**src/rtl/uram_readout_pkg.sv**
```systemverilog
// Shared types and constants for the URAM/BRAM event readout sequencer.
package uram_readout_pkg;

   typedef enum logic [1:0] {
      IDLE   = 2'd0,
      SWITCH = 2'd1,
      READ   = 2'd2,
      DRAIN  = 2'd3
   } state_t;

   localparam int BRAMS_PER_CHAN = 3;
   localparam int ADDRS_PER_BRAM = 512;
   localparam int BUF_W          = 3;
   localparam int ADDR_W         = 9;
   localparam int BRAM_W         = 2;
   localparam int RADDR_W        = BUF_W + ADDR_W;

endpackage

```
**src/rtl/uram_readout_casmux.sv**
```systemverilog
// Decodes the flat source BRAM index into a one-hot read enable and a
// thermometer cascade select (every BRAM downstream of the source passes
// cascade data through).
module uram_readout_casmux
   import uram_readout_pkg::*;
#(
   parameter int NB = 24,
   parameter int SW = 5
)
(
   input  logic [SW-1:0] src,
   output logic [NB-1:0] en_onehot,
   output logic [NB-1:0] therm
);

   // One-hot at the source, ones strictly above it.
   always_comb begin
      en_onehot = '0;
      therm     = '0;
      for (int unsigned j = 0; j < NB; j++) begin
         en_onehot[j] = (SW'(j) == src);
         therm[j]     = (SW'(j) > src);
      end
   end

endmodule

```
**src/rtl/uram_event_readout_ctrl.sv**
```systemverilog
// Read-side sequencer for a cascaded chain of NCHAN event channel buffers.
// Streams one 1536-byte slice per channel (A, B, C) out of the chain end.
// Optional build macro: URAM_READOUT_CHMASK_EN adds chmask_i to skip channels.
module uram_event_readout_ctrl
   import uram_readout_pkg::*;
#(
   parameter int NCHAN        = 8,
   parameter int READ_LATENCY = 2
)
(
   input  logic                  ifclk_i,
   input  logic                  ifclk_rst_i,
   input  logic                  req_i,
   input  logic [2:0]            buf_i,
`ifdef URAM_READOUT_CHMASK_EN
   input  logic [NCHAN-1:0]      chmask_i,
`endif
   output logic                  busy_o,
   output logic                  done_o,
   output logic [3*NCHAN-1:0]    bram_en_o,
   output logic [3*NCHAN-1:0]    bram_casdomux_o,
   output logic [3*NCHAN-1:0]    bram_casdomuxen_o,
   output logic                  bram_regce_o,
   output logic [11:0]           bram_raddr_o,
   output logic                  dout_valid_o
);

   localparam int NB  = BRAMS_PER_CHAN * NCHAN;
   localparam int SW  = $clog2(NB);
   localparam int CHW = (NCHAN > 1) ? $clog2(NCHAN) : 1;
   localparam logic [ADDR_W-1:0] LAST_ADDR  = ADDR_W'(ADDRS_PER_BRAM - 1);
   localparam logic [BRAM_W-1:0] LAST_BRAM  = BRAM_W'(BRAMS_PER_CHAN - 1);
   localparam logic [7:0]        DRAIN_LAST = 8'(READ_LATENCY - 1);

   state_t                  state_q, state_d;
   logic [BUF_W-1:0]        buf_q;
   logic [CHW-1:0]          ch_q;
   logic [BRAM_W-1:0]       bram_q;
   logic [ADDR_W-1:0]       addr_q;
   logic [7:0]              drain_q;
   logic [NB-1:0]           casmux_q;
   logic [READ_LATENCY-1:0] vld_sr;
   logic                    done_q;
`ifdef URAM_READOUT_CHMASK_EN
   logic [NCHAN-1:0]        mask_q;
`endif

   logic [CHW-1:0] first_ch, next_ch;
   logic           any_ch, has_next;
   logic [SW-1:0]  src;
   logic [NB-1:0]  en_onehot, therm;
   logic           last_addr, last_bram;

   assign src       = SW'(ch_q) * SW'(BRAMS_PER_CHAN) + SW'(bram_q);
   assign last_addr = (addr_q == LAST_ADDR);
   assign last_bram = (bram_q == LAST_BRAM);

   uram_readout_casmux #(
      .NB (NB),
      .SW (SW)
   ) u_casmux (
      .src       (src),
      .en_onehot (en_onehot),
      .therm     (therm)
   );

`ifdef URAM_READOUT_CHMASK_EN
   // Lowest enabled channel at request time, and next enabled channel after ch_q.
   // Scanning downward lets the lowest qualifying index win.
   always_comb begin
      first_ch = '0;
      any_ch   = 1'b0;
      next_ch  = '0;
      has_next = 1'b0;
      for (int unsigned c = NCHAN; c > 0; c--) begin
         if (chmask_i[c-1]) begin
            first_ch = CHW'(c - 1);
            any_ch   = 1'b1;
         end
         if (mask_q[c-1] && (CHW'(c - 1) > ch_q)) begin
            next_ch  = CHW'(c - 1);
            has_next = 1'b1;
         end
      end
   end
`else
   // Every channel is read in chain order.
   always_comb begin
      first_ch = '0;
      any_ch   = 1'b1;
      has_next = (ch_q != CHW'(NCHAN - 1));
      next_ch  = ch_q + CHW'(1);
   end
`endif

   // State register.
   always_ff @(posedge ifclk_i or posedge ifclk_rst_i) begin
      if (ifclk_rst_i) state_q <= IDLE;
      else             state_q <= state_d;
   end

   // Next-state decode.
   always_comb begin
      state_d = state_q;
      unique case (state_q)
         IDLE:    if (req_i) state_d = any_ch ? SWITCH : DRAIN;
         SWITCH:  state_d = READ;
         READ: begin
            if (last_addr && last_bram && !has_next) state_d = DRAIN;
            else if (last_addr)                      state_d = SWITCH;
         end
         DRAIN:   if (drain_q == DRAIN_LAST) state_d = IDLE;
         default: state_d = IDLE;
      endcase
   end

   // Channel/BRAM/address counters, captured request, held cascade select, done pulse.
   always_ff @(posedge ifclk_i or posedge ifclk_rst_i) begin
      if (ifclk_rst_i) begin
         buf_q    <= '0;
         ch_q     <= '0;
         bram_q   <= '0;
         addr_q   <= '0;
         drain_q  <= '0;
         casmux_q <= '0;
         done_q   <= 1'b0;
`ifdef URAM_READOUT_CHMASK_EN
         mask_q   <= '0;
`endif
      end else begin
         done_q <= (state_q == DRAIN) && (drain_q == DRAIN_LAST);
         unique case (state_q)
            IDLE: begin
               if (req_i) begin
                  buf_q   <= buf_i;
                  ch_q    <= first_ch;
                  bram_q  <= '0;
                  addr_q  <= '0;
                  drain_q <= '0;
`ifdef URAM_READOUT_CHMASK_EN
                  mask_q  <= chmask_i;
`endif
               end
            end
            SWITCH: casmux_q <= therm;
            READ: begin
               addr_q <= addr_q + ADDR_W'(1);
               if (last_addr) begin
                  if (!last_bram) begin
                     bram_q <= bram_q + BRAM_W'(1);
                  end else begin
                     bram_q <= '0;
                     if (has_next) ch_q <= next_ch;
                  end
               end
            end
            DRAIN:   drain_q <= drain_q + 8'd1;
            default: ;
         endcase
      end
   end

   // Valid delay line matching BRAM read plus output register latency.
   always_ff @(posedge ifclk_i or posedge ifclk_rst_i) begin
      if (ifclk_rst_i) begin
         vld_sr <= '0;
      end else begin
         vld_sr[0] <= (state_q == READ);
         for (int unsigned k = 1; k < READ_LATENCY; k++) vld_sr[k] <= vld_sr[k-1];
      end
   end

   // State-decoded outputs; the cascade select shows the new value during SWITCH
   // and the registered copy otherwise.
   always_comb begin
      busy_o            = (state_q != IDLE);
      bram_en_o         = (state_q == READ) ? en_onehot : '0;
      bram_casdomux_o   = (state_q == SWITCH) ? therm : casmux_q;
      bram_casdomuxen_o = (state_q == SWITCH) ? '1 : '0;
      bram_regce_o      = (state_q == READ) || (state_q == DRAIN);
      bram_raddr_o      = (state_q == READ) ? {buf_q, addr_q} : '0;
   end

   assign dout_valid_o = vld_sr[READ_LATENCY-1];
   assign done_o       = done_q;

endmodule

```
**config.mk**
```make
export PLATFORM = sky130hd
export DESIGN_NAME = uram_event_readout_ctrl
export DESIGN_NICKNAME = d
export VERILOG_FILES = /design/src/rtl/uram_readout_pkg.sv /design/src/rtl/uram_readout_casmux.sv /design/src/rtl/uram_event_readout_ctrl.sv
export SDC_FILE = /design/constraint.sdc
export NUM_CORES = 1
export LEC_CHECK = 0
export CAP_MARGIN = 30
export CORE_MARGIN = 1.5
export CORE_UTILIZATION = 43
export DETAILED_ROUTE_END_ITERATION = 10
export GPL_ROUTABILITY_DRIVEN = 0
export PLACE_DENSITY = 0.73
export SYNTH_ARGS = -nofsm -noshare
export SYNTH_HDL_FRONTEND = slang
export SYNTH_SLANG_ARGS = --single-unit
```
**constraint.sdc**
```tcl
create_clock -name ifclk_i -period 3.5 [get_ports ifclk_i]
set_clock_uncertainty 0.15 [all_clocks]
set_input_delay 0.875 -clock ifclk_i [delete_from_list [all_inputs] [get_ports ifclk_i]]
set_output_delay 0.875 -clock ifclk_i [all_outputs]
set_load 0.05 [all_outputs]
```
# Word level (Yosys, flattened, before mapping)
# Index checks and enable logic that the tools add are counted.
# word_totals
regBits	54
input_bits	6
output_inout_bits	88
# op_classes
add_sub_neg	5
n_mul	1
order_cmp	24
eq_ne	36
muxes	22
n_reduce_logical	16
# ops
operator	count
$mux 24	3
$eq 4x5->1 const A	8
$eq 5x5->1 const A	8
$gt 4x5->1 const A	8
$gt 5x5->1 const A	8
$eq 3x5->1 const A	4
$gt 3x5->1 const A	4
$pmux 9 s2	1
$pmux 8 s2	1
$mux 2	7
$mux 12	1
$mux 3	4
$eq 2x5->1 const A	2
$gt 1x5->1 const A	2
$gt 2x5->1 const A	2
$ne 2x2->1 const B	5
$add 9x1->9 const B	1
$eq 9x9->1 const B	1
$mux 9	1
$add 8x1->8 const B	1
$eq 8x1->1 const B	1
$mux 8	1
$pmux 2 s4	1
$eq 2x2->1 const B	3
other kinds (18)	26

# Longest topological paths before layout
# Gate-level depths: netlist of run 1.
# depth
word_depth	5
depth_mapped	9
mapped_depth_nobuf	8

# Cells and area by module
# Synthesis of run 1 repeated with hierarchy kept, for this count alone.
# hier_totals
hier_cells	356
hier_area_um2	3337.0
# modules_own_cells
mod	n_inst	cells_each	area_per_inst_um2	seq_area_each_um2
uram_event_readout_ctrl	1	281	2954.1	1351.3
uram_readout_casmux	1	75	382.9	0.0

# Least setup slack after synthesis of run 1
# No wires, ideal clock.
# synth_timing
path_kind	register -> output
from	reg ch_q[0]
to	out bram_en_o[9]
arrival_ns	3.735
required_ns	2.475
slack_ns	-1.260
stages_incl_launch_ff	9
path_buffers	1
cell_sequence	dfrtp_1 -> inv_1 -> fa_1 -> inv_1 -> ha_1 -> fa_1 -> clkbuf_1 -> nor2_1 -> nor4b_1
# synth_via
elab_chain_cells	4
# synth_rtl
item	line	source
start: declaration	uram_event_readout_ctrl.sv:37	logic [CHW-1:0] ch_q;
start signal: assignment	uram_event_readout_ctrl.sv:136	ch_q <= first_ch;
start signal: assignment	uram_event_readout_ctrl.sv:153	if (has_next) ch_q <= next_ch;
$mul 3x2->5	uram_event_readout_ctrl.sv:54	assign src = SW'(ch_q) * SW'(BRAMS_PER_CHAN) + SW'(bram_q);
$add 5x2->5	uram_event_readout_ctrl.sv:54	
$eq 4x5->1	uram_readout_casmux.sv:21	en_onehot[j] = (SW'(j) == src);
$mux 24	uram_event_readout_ctrl.sv:177	bram_en_o = (state_q == READ) ? en_onehot : '0;
end: declaration	uram_event_readout_ctrl.sv:20	output logic [3*NCHAN-1:0] bram_en_o,
# No other way between the ends.

# Final worst setup path of run 1
# layout_timing
from	reg bram_q[1]
to	out bram_en_o[9]
# layout_via
elab_chain_cells	3
# layout_rtl
item	line	source
start: declaration	uram_event_readout_ctrl.sv:38	logic [BRAM_W-1:0] bram_q;
start signal: assignment	uram_event_readout_ctrl.sv:150	bram_q <= bram_q + BRAM_W'(1);
$add 5x2->5	uram_event_readout_ctrl.sv:54	
$eq 4x5->1	uram_readout_casmux.sv:21	
$mux 24	uram_event_readout_ctrl.sv:177	
# No other way between the ends.

==> impl_results.md, run 1 <==
- Tot GR Track Use: 29.5%
- Slew Limit Fails: 0
- RSZ-0062 raised after global routing: yes
- Pin count of the biggest net entering global routing: 25
- Mapped Nets: 361
- Crit end category: primary output
- Clock root cell: clkbuf_8
- Worst path slowest cell: fa_1
- Combinational fraction of design power: 3.2%
- Sequential Power Share: 60.8%
- Post-route minimum period: 4.02 ns
- Cell family with most CP delay: adder cells
- Hold buffer count at cts: 0
- Status: complete, but fails checks
- IO Pins: 94
- Die area: 0.00774 mm²
- Count leader, synth: dfrtp_1
- Crit path DAT: 3.00 ns
- Initial antenna violation count: 0
- Setup TNS: -19.06 ns
- DP Wirelength: 7430 µm
- Sink Count: 54
- Initial Util: 45.0%
- Die Span Y: 88 µm
- Syn Std Cell Area: 0.00311 mm²
- Worst Hold End: vld_sr[1]
- Via count: 3,327
- Post-DRT Antenna Nets: 0
- Slack of the critical path: -0.521 ns
- Cell taking the most area after synthesis: dfrtp_1
- Die width: 88 µm
- Pwr/cell area: 174 mW/mm²
- Synth unique cells: 47
- Global-route wire length before repair: 17,100 µm
- Synth Flop Type: dfrtp_1
- Mapped Cells: 342
- Worst rel slew slack: 45.6%
- NetSw: 0.000248 W
- Min-delay worst type: reg -> reg
- Area grow syn2layout: 90.8%
- Largest fanout on the critical path: 8
- Final wirelength: 12,600 µm
- Largest stage delay, worst path: 0.55 ns
- Crit share post-route: 115%
- Crit start category: register
- Reg2reg start: bram_q[1]
- Fill cells: 329
- Vias in the first global route: 3,138
- H-tree depth: 2
- Wire per inst: 23.0 µm
- Post-synthesis sequential area ratio: 43.5%
- VDD IR-drop max: 0.000182 V
- Fin. Hold Viols: 0
- CP Class: reg -> out
- Grt total ovfl: 0
- N_diodes: 0
- Worst path buffer plus inverter count: 4
- Worst-path cell chain: inv_2 > fa_1 > inv_2 > ha_4 > fa_2 > buf_6 > nor2_4 > nor4b_4 > buf_6
- Failing checks: setup timing
- Reg-to-Reg End: casmux_q[1]
- Hold_ws: 0.232 ns
- Clock power share: 36.0%
- Clk pin slew, worst setup/hold paths: 0.11 ns
- Row count: 30
- Post-synth ARST share: 100%
- Sw Share: 24.1%
- Final core utilization: 85.8%
- Highest clock rate: 249 MHz
- Yosys reg bits: 54
- Post-DR vias/cell: 6.08
- CP Data Required Time: 2.47 ns
- Core area: 0.00691 mm²
- Int Power: 0.000781 W
- Share of layout cells above drive strength 1: 52.3%
- Hold path start: vld_sr[0]
- Lkg Pwr: 2.55 nW
- Most instantiated cells after synthesis: dfrtp_1, nand2_1, o21ai_0
- Max-Cap Viols: 0
- Reg2reg path depth: 11
- Drt pass-1 iters: 7
- EDFF count, synth: 0
- Clock tree buffer depth: 2
- Top post-synthesis cells by area: dfrtp_1, buf_4, o21ai_0, ha_1, nand2_1
- Top cell type's share of synthesized area: 43.5%
- Final nets: 469
- Synth Warn #: 0
- Buffers on Ports: 93
- Slew @ Worst Pin: 0.814 ns
- CTS tree: built
- Hold Path Depth: 0
- Clock buffer count from CTS: 5
- # setup viols final: 47
- Reg2reg setup slack: 0.52 ns
- Residual DRC: 0
- Syn avg cell area: 9.08 µm²
- Iter 0 DRT Violations: 337
- Clock Latency Late Sink: 0.32 ns
## area by class of cell
cell class | count | area (µm²) | share of cell area [%]
Clock inverter | 3 | 22.5 | 0.380
Sequential cell | 54 | 1350 | 22.8
Inverter | 12 | 47.5 | 0.802
Clock buffer | 5 | 68.8 | 1.16
Multi-Input combinational cell | 232 | 2250 | 37.9
Timing Repair Buffer | 145 | 2070 | 34.9
Tap cell | 96 | 120 | 2.03
## per-stage QoR
| step | total power [W] | cell area [µm²] | instances | setup WS (ns) |
|---|---|---|---|---|
| 2_1_floorplan | 0.000656 | 3760 | 342 | -0.185 |
| 3_3_place_gp | 0.000670 | 5460 | 524 | -0.0392 |
| 3_5_place_dp | 0.000671 | 5460 | 524 | -0.196 |
| 4_1_cts | 0.00102 | 5750 | 537 | -0.405 |
| 5_1_grt | 0.00105 | 5930 | 547 | -0.577 |
| 6_report | 0.00103 | 5930 | 547 | -0.521 |
## repair_timing
action                     CTS  global route
pin swaps                   17            19
resized for setup           31            21
setup endpoints to repair   47            47
cloned                       0             2
setup buffers                5             9
## worst reg2reg max path: stages (launching register included)
cell	delay, ns
dfrtp_1	0.37
inv_2	0.05
fa_1	0.55
inv_2	0.05
ha_4	0.16
fa_2	0.54
nor3_4	0.28
buf_6	0.17
nand2_8	0.08
o31ai_4	0.26
buf_4	0.17
buf_4	0.10
## power groups by stage
stage	Clock, W	Combinational (W)	Sequential [W]
final	0.000371	0.0000328	0.000626
after global placement	0	0.0000322	0.000638
after CTS	0.000365	0.0000331	0.000626
after floorplan	0	0.0000185	0.000638
after detailed placement	0	0.0000331	0.000638
after global routing	0.000390	0.0000361	0.000626
## metal layers
metal	vias up	share of wire (%)	track usage, %
li1	1403	-	-
met1	1629	36	36.6
met2	239	52	52.3
met3	56	7.9	4.24
met4	0	4.0	9.96
met5	-	0	0
## state kept, by name (all words and copies together) (netlist names)
signal,flops
drain_q,8
state_q,2
done_o,1
vld_sr,2
casmux_q,24
addr_q,9
buf_q,3
ch_q,3
bram_q,2
## kinds of logic after synthesis
family / after synthesis / share of synthesized area (%)
xor+xnor: 4 / 1.13
compound gates: 72 / 14.5
fa+ha+maj: 13 / 5.72
buf+inv: 58 / 10.2
mux: 6 / 2.30
simple gates: 135 / 22.6
flops: 54 / 43.5
## cells in the final DEF (no fill, tap or decap), types with 3 or more instances in the layout
cell type,synthesis,final
buf_6,1,9
nand4_1,3,3
a21oi_2,0,5
mux2_2,5,5
nor3_4,0,21
o21ai_4,0,13
nand2_1,35,29
clkbuf_8,0,5
inv_2,1,4
nor4_4,0,3
dfrtp_1,54,54
buf_4,23,53
a21o_1,4,3
nand2_8,0,4
and2_1,13,13
nor3_1,24,3
nand3_1,23,20
a32o_2,0,3
o21ai_0,29,14
a21oi_4,0,7
o211ai_1,3,3
buf_12,0,74
nand3b_1,5,5
ha_1,11,10
a41oi_1,3,3
nor2_1,12,10
clkdlybuf4s50_1,0,9
inv_1,10,6
o31ai_4,0,3
## how the worst max path moves through the flow
stage                          from                   to  slack, ns  depth (start not counted)
after detailed placement    ch_q[1]  bram_casdomux_o[10]      -0.20                         10
after global placement    bram_q[1]   bram_casdomux_o[2]      -0.04                         10
after global routing      bram_q[1]         bram_en_o[9]      -0.58                          9
after CTS                 bram_q[1]  bram_casdomux_o[13]      -0.41                         10
final                     bram_q[1]         bram_en_o[9]      -0.52                          9
after floorplan           bram_q[1]         bram_en_o[9]      -0.19                          8
No activity file was read; power rests on OpenSTA's default activity.
==> run 2: changes to the inputs <==
Settings changed: CORE_UTILIZATION 43 to 40, PLACE_DENSITY 0.73 to 0.69.
==> run 2 against run 1 <==
  * The run still ends with setup timing left
  * Count of clock-buffer cells in the layout unchanged
  * Sequential power about the same
  * Worst hold slack worse by 0.022 ns
  * Final cell count is 1.3% higher
  * Register-to-register slack improved by 0.10 ns
  * Power rose by 4.4%
  * Core utilization shrank 5.0 points
  * Final area is 0.46% higher
  * Via count decreased by 5.9%
  * Maximum frequency down 0.22%
  * Critical path type unchanged
  * Highest routed layer unchanged
==> impl_results.md, run 2 (synthesis results as in run 1) <==
- CTS tree: built
- Fin. Hold Viols: 0 (unchanged)
- Clock power share: 38.8% (+2.8 points)
- Hold path start: vld_sr[0]
- Worst path slowest cell: fa_1
- Drt pass-1 iters: 4 (-3)
- Vias in the first global route: 3,068 (-2.2%)
- Crit end category: primary output
- Most common cell after layout, fill and taps aside: buf_12
- Slew @ Worst Pin: 0.756 ns (-0.0582 ns)
- H-tree depth: 2 (unchanged)
- Initial Util: 42.2% (-2.8 points)
- RSZ-0062 raised after global routing: yes
- FF+latch area: 0.00135 mm² (unchanged)
- Pre-CTS setup slack: -0.183 ns (+0.0134 ns)
- Clock root cell: clkbuf_8
- Pin count of the biggest net entering global routing: 29 (+16%)
- Worst path buffer plus inverter count: 5 (+1)
- Die area: 0.00830 mm² (+7.2%)
- Hold buffer count at cts: 0 (unchanged)
- Core area: 0.00737 mm² (+6.7%)
- CP Class: reg -> out
- Global-route wire length before repair: 17,000 µm (-0.40%)
- Largest registers: casmux_q: 24 flops, addr_q: 9 flops, drain_q: 8 flops
- Sw Share: 21.2% (-2.9 points)
- Crit start category: register
- Post-DR vias/cell: 5.65 (-7.1%)
- Via count: 3,130 (-5.9%)
- Max-Cap Viols: 0 (unchanged)
- Initial antenna violation count: 0 (unchanged)
- DP Wirelength: 7090 µm (-4.6%)
- Int Power: 0.000847 W (+8.3%)
- Final nets: 474 (+1.1%)
- Lkg Pwr: 2.57 nW (+0.95%)
- Wire per inst: 20.0 µm (-13%)
- Status: complete, but fails checks
- Largest stage delay, worst path: 0.55 ns (about the same)
- IO Pins: 94 (unchanged)
- Tot GR Track Use: 26.1% (-3.4 points)
- Worst-path cell chain: inv_2 > fa_1 > inv_2 > ha_4 > fa_2 > nor3_2 > buf_4 > buf_4 > o21ai_4 > o21ai_4 > buf_12
- Die width: 91.1 µm (+3.6%)
- Clock buffer count from CTS: 5 (unchanged)
- N_diodes: 0 (unchanged)
- Reg2reg start: ch_q[0]
- Final core utilization: 80.8% (-5.0 points)
- Cell family with most CP delay: adder cells
- Crit share post-route: 115% (+0.26 points)
- Row count: 31 (+3.3%)
- Clock tree buffer depth: 2 (unchanged)
- Sequential Power Share: 58.2% (-2.6 points)
- VDD IR-drop max: 0.000317 V (+74%)
- CP Data Required Time: 2.47 ns (about the same)
- Post-route minimum period: 4.03 ns (+0.00899 ns)
- Sink Count: 54 (unchanged)
- Max reg flops: 24 (unchanged)
- Slew Limit Fails: 0 (unchanged)
- Combinational fraction of design power: 3.0% (-0.2 points)
- Worst rel slew slack: 49.5% (+3.9 points)
- Min-delay worst type: reg -> reg
- Clock Latency Late Sink: 0.31 ns (about the same)
- Iter 0 DRT Violations: 249 (-26%)
- Fill cells: 389 (+18%)
- Grt total ovfl: 0 (unchanged)
- Die Span Y: 91.1 µm (+3.6%)
- Beginning of the critical path: ch_q[0]
- Slack of the critical path: -0.530 ns (-0.00899 ns)
- Post-DRT Antenna Nets: 0 (unchanged)
- Share of layout cells above drive strength 1: 52.5% (+0.20 points)
- Area grow syn2layout: 91.7%
- Residual DRC: 0 (unchanged)
- Pwr/cell area: 180 mW/mm² (+3.9%)
- Final wirelength: 11,100 µm (-12%)
- Failing checks: setup timing
- Clk pin slew, worst setup/hold paths: 0.10 ns (about the same)
- Total power draw: 0.00107 W (+4.4%)
- Largest fanout on the critical path: 8 (unchanged)
- NetSw: 0.000228 W (-8.0%)
- Multi-input gate area: 0.00224 mm² (-0.22%)
- Highest clock rate: 248 MHz (-0.22%)
- Most frequent cells in the layout: buf_12, dfrtp_1, buf_4
- Crit path DAT: 3.00 ns (about the same)
- Top reg by flops: casmux_q
- # setup viols final: 47 (unchanged)
- Buffers on Ports: 93 (unchanged)
==> run 2: cell types whose count changed in the layout (fill, tap and decap cells not counted), sizes merged <==
| cell | before | now |
|---|---|---|
| bufinv | 0 | 1 |
| inv | 13 | 11 |
| buf | 136 | 141 |
==> run 2: power groups by stage <==
stage | combinational [W] | sequential [W] | clock, W
final | 0.0000325 | 0.000626 | 0.000416
after global routing | 0.0000361 | 0.000626 | 0.000452
after CTS | 0.0000335 | 0.000626 | 0.000428
after detailed placement | 0.0000335 | 0.000638 | 0
after global placement | 0.0000331 | 0.000638 | 0
after floorplan | 0.0000185 | 0.000638 | 0
==> run 2: layout make-up <==
type                       instances  share of cell area, %
clock inverter                     2                  0.651
inverter                          12                  0.756
multi-input combinational        232                   37.6
clock buffer                       5                   1.16
timing repair buffer             150                   35.0
sequential                        54                   22.7
tap                               99                   2.08
==> run 2: metal layers <==
layer	wire length (µm)	GRT usage (%)	vias to the layer above
li1	-	-	1418
met1	4580	33.2	1576
met2	5570	43.5	118
met3	644	5.61	18
met4	271	9.51	0
met5	0	0	-
==> run 2: worst paths after layout <==
| path | end | slack (ns) | depth (start not counted) |
|---|---|---|---|
| worst max-delay path | bram_casdomux_o[9] | -0.53 | 11 |
| worst min-delay path | vld_sr[1] | 0.21 | 0 |
| worst max register to register | casmux_q[9] | 0.62 | 11 |
| worst min register to register | vld_sr[1] | 0.21 | 0 |
| max in group asynchronous | addr_q[1] | 1.75 | 3 |
| min in group asynchronous | vld_sr[0] | 0.80 | 2 |
==> run 2: per-stage QoR <==
stage               cells  area, µm²  TNS [ns]  hold slack (ns)
floorplan             342       3760     -3.64            0.181
global placement      527       5420     -1.45            0.186
detailed placement    527       5420     -3.83            0.192
CTS                   549       5830    -14.35            0.215
global route          554       5960    -22.02            0.218
finish                554       5960    -17.45            0.209
==> run 2: what timing repair did <==
item / in CTS / in global routing
cloned: 2 / 0
buffers inserted: 14 / 5
pin swaps: 24 / 10
gates resized for setup: 40 / 16
endpoints found under the setup margin: 47 / 47
